--- src/rtl/add_stream_driver.sv ---
// Traffic source and result checker for the streaming 32-bit adder channel protocol.
// A and B issue on their own handshakes, bounded by MAX_OUT results still outstanding.
module add_stream_driver #(
   parameter int WIDTH   = 32,
   parameter int CNT_W   = 16,
   parameter int MAX_OUT = 4
) (
   input  logic             clk,
   input  logic             rst,
   input  logic             start,
   input  logic [CNT_W-1:0] num_txn,
   input  logic [WIDTH-1:0] base_a,
   input  logic [WIDTH-1:0] base_b,
   input  logic             sink_stall,
   output logic [WIDTH-1:0] opnd__A,
   output logic             opnd__A_vld,
   input  logic             opnd__A_rdy,
   output logic [WIDTH-1:0] opnd__B,
   output logic             opnd__B_vld,
   input  logic             opnd__B_rdy,
   input  logic [WIDTH-1:0] res__C,
   input  logic             res__C_vld,
   output logic             res__C_rdy,
   output logic             busy,
   output logic             done,
   output logic             pass,
   output logic [CNT_W-1:0] err_cnt,
   output logic [CNT_W-1:0] first_err
);

   typedef enum logic [1:0] {IDLE, RUN, DONE} state_t;

   localparam logic [CNT_W-1:0] MAX_OUT_C = CNT_W'(MAX_OUT);

   state_t           state_q, state_d;
   logic [CNT_W-1:0] num_q, num_d;
   logic [WIDTH-1:0] base_a_q, base_a_d;
   logic [WIDTH-1:0] base_b_q, base_b_d;
   logic [CNT_W-1:0] a_cnt_q, a_cnt_d;
   logic [CNT_W-1:0] b_cnt_q, b_cnt_d;
   logic [CNT_W-1:0] r_cnt_q, r_cnt_d;
   logic [CNT_W-1:0] err_cnt_q, err_cnt_d;
   logic [CNT_W-1:0] first_err_q, first_err_d;
   logic             a_vld_q, a_vld_d;
   logic             b_vld_q, b_vld_d;
   logic [WIDTH-1:0] a_data_q, a_data_d;
   logic [WIDTH-1:0] b_data_q, b_data_d;

   logic             a_fire, b_fire, c_fire, c_rdy;
   logic [WIDTH-1:0] exp_c;

   assign c_rdy  = (state_q == RUN) & ~sink_stall & (r_cnt_q < num_q);
   assign a_fire = a_vld_q & opnd__A_rdy;
   assign b_fire = b_vld_q & opnd__B_rdy;
   assign c_fire = res__C_vld & c_rdy;
   assign exp_c  = base_a_q + base_b_q + (WIDTH'(r_cnt_q) * WIDTH'(3));

   always_comb begin
      state_d     = state_q;
      num_d       = num_q;
      base_a_d    = base_a_q;
      base_b_d    = base_b_q;
      a_cnt_d     = a_cnt_q;
      b_cnt_d     = b_cnt_q;
      r_cnt_d     = r_cnt_q;
      err_cnt_d   = err_cnt_q;
      first_err_d = first_err_q;

      case (state_q)
         IDLE, DONE: begin
            if (start) begin
               num_d       = num_txn;
               base_a_d    = base_a;
               base_b_d    = base_b;
               a_cnt_d     = '0;
               b_cnt_d     = '0;
               r_cnt_d     = '0;
               err_cnt_d   = '0;
               first_err_d = '1;
               state_d     = (num_txn == '0) ? DONE : RUN;
            end
         end
         RUN: begin
            if (a_fire) a_cnt_d = a_cnt_q + 1'b1;
            if (b_fire) b_cnt_d = b_cnt_q + 1'b1;
            if (c_fire) begin
               r_cnt_d = r_cnt_q + 1'b1;
               if (res__C != exp_c) begin
                  if (err_cnt_q != '1) err_cnt_d = err_cnt_q + 1'b1;
                  if (first_err_q == '1) first_err_d = r_cnt_q;
               end
            end
            if (r_cnt_q == num_q) state_d = DONE;
         end
         default: state_d = IDLE;
      endcase

      // Valid is computed from next-state counters so it is a pure flop output and
      // the following operand is presented the cycle right after a transfer.
      a_vld_d  = (state_d == RUN) && (a_cnt_d < num_d) && ((a_cnt_d - r_cnt_d) < MAX_OUT_C);
      b_vld_d  = (state_d == RUN) && (b_cnt_d < num_d) && ((b_cnt_d - r_cnt_d) < MAX_OUT_C);
      a_data_d = base_a_d + WIDTH'(a_cnt_d);
      b_data_d = base_b_d + (WIDTH'(b_cnt_d) << 1);
   end

   always_ff @(posedge clk or posedge rst) begin
      if (rst) begin
         state_q     <= IDLE;
         num_q       <= '0;
         base_a_q    <= '0;
         base_b_q    <= '0;
         a_cnt_q     <= '0;
         b_cnt_q     <= '0;
         r_cnt_q     <= '0;
         err_cnt_q   <= '0;
         first_err_q <= '1;
         a_vld_q     <= 1'b0;
         b_vld_q     <= 1'b0;
         a_data_q    <= '0;
         b_data_q    <= '0;
      end else begin
         state_q     <= state_d;
         num_q       <= num_d;
         base_a_q    <= base_a_d;
         base_b_q    <= base_b_d;
         a_cnt_q     <= a_cnt_d;
         b_cnt_q     <= b_cnt_d;
         r_cnt_q     <= r_cnt_d;
         err_cnt_q   <= err_cnt_d;
         first_err_q <= first_err_d;
         a_vld_q     <= a_vld_d;
         b_vld_q     <= b_vld_d;
         a_data_q    <= a_data_d;
         b_data_q    <= b_data_d;
      end
   end

   assign opnd__A     = a_data_q;
   assign opnd__A_vld = a_vld_q;
   assign opnd__B     = b_data_q;
   assign opnd__B_vld = b_vld_q;
   assign res__C_rdy  = c_rdy;
   assign busy        = (state_q == RUN);
   assign done        = (state_q == DONE);
   assign pass        = (state_q == DONE) && (err_cnt_q == '0);
   assign err_cnt     = err_cnt_q;
   assign first_err   = first_err_q;

endmodule
--- config.mk ---
export PLATFORM = sky130hd
export DESIGN_NAME = add_stream_driver
export DESIGN_NICKNAME = d
export VERILOG_FILES = /design/src/rtl/add_stream_driver.sv
export SDC_FILE = /design/constraint.sdc
export NUM_CORES = 1
export LEC_CHECK = 0
export ABC_AREA = 1
export CORE_UTILIZATION = 57
export DETAILED_ROUTE_END_ITERATION = 8
export PLACE_DENSITY = 0.82
export SETUP_SLACK_MARGIN = 0.1
export SLEW_MARGIN = 0
export SYNTH_ARGS = -nofsm -noshare
export SYNTH_HDL_FRONTEND = slang
export SYNTH_SLANG_ARGS = --single-unit
--- constraint.sdc ---
create_clock -name clk -period 9 [get_ports clk]
set_input_delay 0.9 -clock clk [delete_from_list [all_inputs] [get_ports clk]]
set_output_delay 0.9 -clock clk [all_outputs]
set_load 0.05 [all_outputs]
==> impl_metrics.toml <==
[status]
status = "complete, no violations"

[pwr]
power.leakage_nw = 10.6
powerDensity_nw_per_um2 = 318
peakVddDrop_mv = 0.166

[yosys]
synth_nets = 2568
synth.distinct_cells = 64
syn_area_per_cell_sq_um = 7.78
ys.flop_type = "dfrtp_1"
synth_xor_area_share_pct = 6.26
synth_top_family_by_area = "simple AND/OR/NAND/NOR gates"
syn_area_sq_um = 17500
synth_edf_count = 0
syn-instance-count = 2244
ys_ff_latch = 227
muxShareOfSynthArea_pct = 0.0573
synth_fa_ha_area_share_pct = 16.2
synth-seq-area-share_pct = 32.6
synth-compound-area-share_pct = 11.2
synth_simple_gate_area_share_pct = 26.5
ys.warnings.count = 0
synth-async-reset-ratio_pct = 100

[worst_setup_path]
critPathMaxStageDelay_ps = 830
path_delay_family = "simple AND/OR/NAND/NOR gates"
cp_num_buf_inv = 3
end_kind = "flop"
path_class = "flop to flop"
cp_slowest_cell = "clkinv_2"
crit_fanout = 44
worst_setup_path_start_kind = "flop"
arrival_ps = 5710
cp.required_ps = 9410
critical_path.cell_chain = "nand2_2 > clkinv_2 > nand3_1 > nand2_1 > ha_1 > fa_1 > nand3_1 > nand3_1 > a31oi_1 > o21ai_0 > a21boi_1 > inv_1 > nand2_1 > o211ai_1 > nand2_1 > nand2_1 > nand3_1 > nor2_1 > xor2_1 > inv_1"

[timing]
timing.fmax_mhz = 188
skew_ps = 21.5
hold_viol_final = 0
slew_headroom_pct = 29.6
finalSetupViolCount = 0
grt_setup_unrepaired = "false"
fin_setup_tns_ps = 0
setup_slack_ps = 3690
drv_slew = 0
tightest_slew_ps = 1040
finalCriticalPeriod_ps = 5310
min_period_over_period_pct = 59.0
whs_ps = 476

[clocking]
cts_root_buf = "clkbuf_16"
post_cts_buffers = 0
clk_pin_slew_ps = 60
htreeDepth = 1
cts_tree = "done"
cts_resized = 0
cts_buffers = 26
clk_latency_ps = 540
holdBufCountCts = 0
clk_path_buf_depth = 3
cts_sinks = 227

[drt]
met3_length_um = 3470
post_drt_wl_per_cell_um = 19.0
drt-initial-drc-count = 1586
wl_met1_um = 22900
routed-via-count = 16487
via_per_inst = 5.74
drtAntennaViolNets = 0
wl_um = 54500
route.detailed.drc = 0
met2_length_um = 25500
dr.pass1.iters = 5
top_layer_used = "met4"

[placed_design]
port_buffers = 220
gp_congestion = 0.979
dp_slack_ps = 3510
hpwlAfterDp_um = 42900

[cells_and_area]
n_antenna_cell = 0
utilization_pct = 70.1
final.fill_count = 2428
drive_gt1_share_pct = 7.42
mostFrequentLayoutCells = "nand2_1 (539), inv_1 (259), clkdlybuf4s50_1 (220)"
multi_input_comb_area_sq_um = 10500
seq_area_sq_um = 5700
final_common_cell = "nand2_1"
area_growth_pct = 19.9
fin_nets = 2787

[floorplanning]
initial_utilization_pct = 58.4
ios = 221
rows = 63
die_h_um = 177
coreArea_sq_um = 29900
dieArea_sq_um = 31300
die_width_um = 177

[global_routing]
grt.overflow.total = 0
grt_use_total_pct = 35.1
grt_pass1_wl_um = 85200
antenna_found_initial = 0
grt_max_degree = 105
first_global_vias = 16012

[run]
max-cap-violations = 0

[hold_path]
min_path_type = "flop to flop"
[per-stage QoR]
step	instance area, sq um	total power, mW	instances
after CTS	20900	6.62	2871
after global routing	20900	7.10	2871
final	20900	6.65	2871
after detailed placement	20000	5.47	2825
after global placement	20000	5.40	2825
after floorplan	17500	4.37	2244
[cells in the mapped netlist, types with 35 or more instances]
master	instances	area, sq um
nand2_2	38	238
ha_1	170	2130
o21ai_0	121	606
nor2_1	160	601
nand2_1	540	2030
fa_1	35	701
nand3_1	111	556
or2_2	35	219
xor2_1	91	797
a21oi_1	131	656
inv_1	261	980
dfrtp_1	211	5280
nand4_1	62	388
[layer usage]
layer	vias to the layer above	GRT usage [%]
met2	689	58.0
met1	7788	45.8
met5	-	0
met4	0	16.3
met3	154	4.32
li1	7856	-
[flip-flops by register name (all words and copies together) (netlist names), 16 cells and up]
register / cells
base_a_q: 32
opnd__A: 32
opnd__B: 32
base_b_q: 31
a_cnt_q: 16
b_cnt_q: 16
err_cnt: 16
first_err: 16
num_q: 16
r_cnt_q: 16
[cells by family (layout without fill, tap and decap cells)]
family | after synthesis | in the layout
adder cells (fa/ha/maj) | 205 | 205
AO/OA/AOI/OAI | 346 | 346
AND/OR/NAND/NOR | 1033 | 1033
flip-flops | 227 | 227
XOR/XNOR | 124 | 124
multiplexers | 1 | 1
buffers and inverters | 308 | 545
[where the power goes]
group | leakage, nW | internal (mW) | switching [mW]
clock | 0.446 | 0.683 | 0.438
sequential | 2.76 | 1.31 | 0.230
combinational | 7.36 | 1.42 | 2.57
total | 10.6 | 3.42 | 3.23
[final timing paths]
kind	from	end	slack, ps	depth (start not counted)
min	first_err[8]	first_err[8]	480	2
max reg2reg	state_q[0]	opnd__B[27]	3690	20
max	state_q[0]	opnd__B[27]	3690	20
max in group asynchronous	rst	b_cnt_q[5]	6720	3
min in group asynchronous	rst	base_b_q[8]	870	2
min reg2reg	first_err[8]	first_err[8]	480	2
[worst min-delay path, cell delays in order (launching register included)]
cell     delay (ps)
dfstp_2         380
nand2_2          50
nand2_1          40
[final cells by class]
class                           instances  share of cell area (%)
Tap cell                              390                    2.33
Clock buffer                           36                    3.68
Timing Repair Buffer                  232                    10.9
Inverter                              267                    4.84
Sequential cell                       227                    27.2
Clock inverter                         10                   0.663
Multi-Input combinational cell       1709                    50.3
No activity file was read; power rests on OpenSTA's default activity.
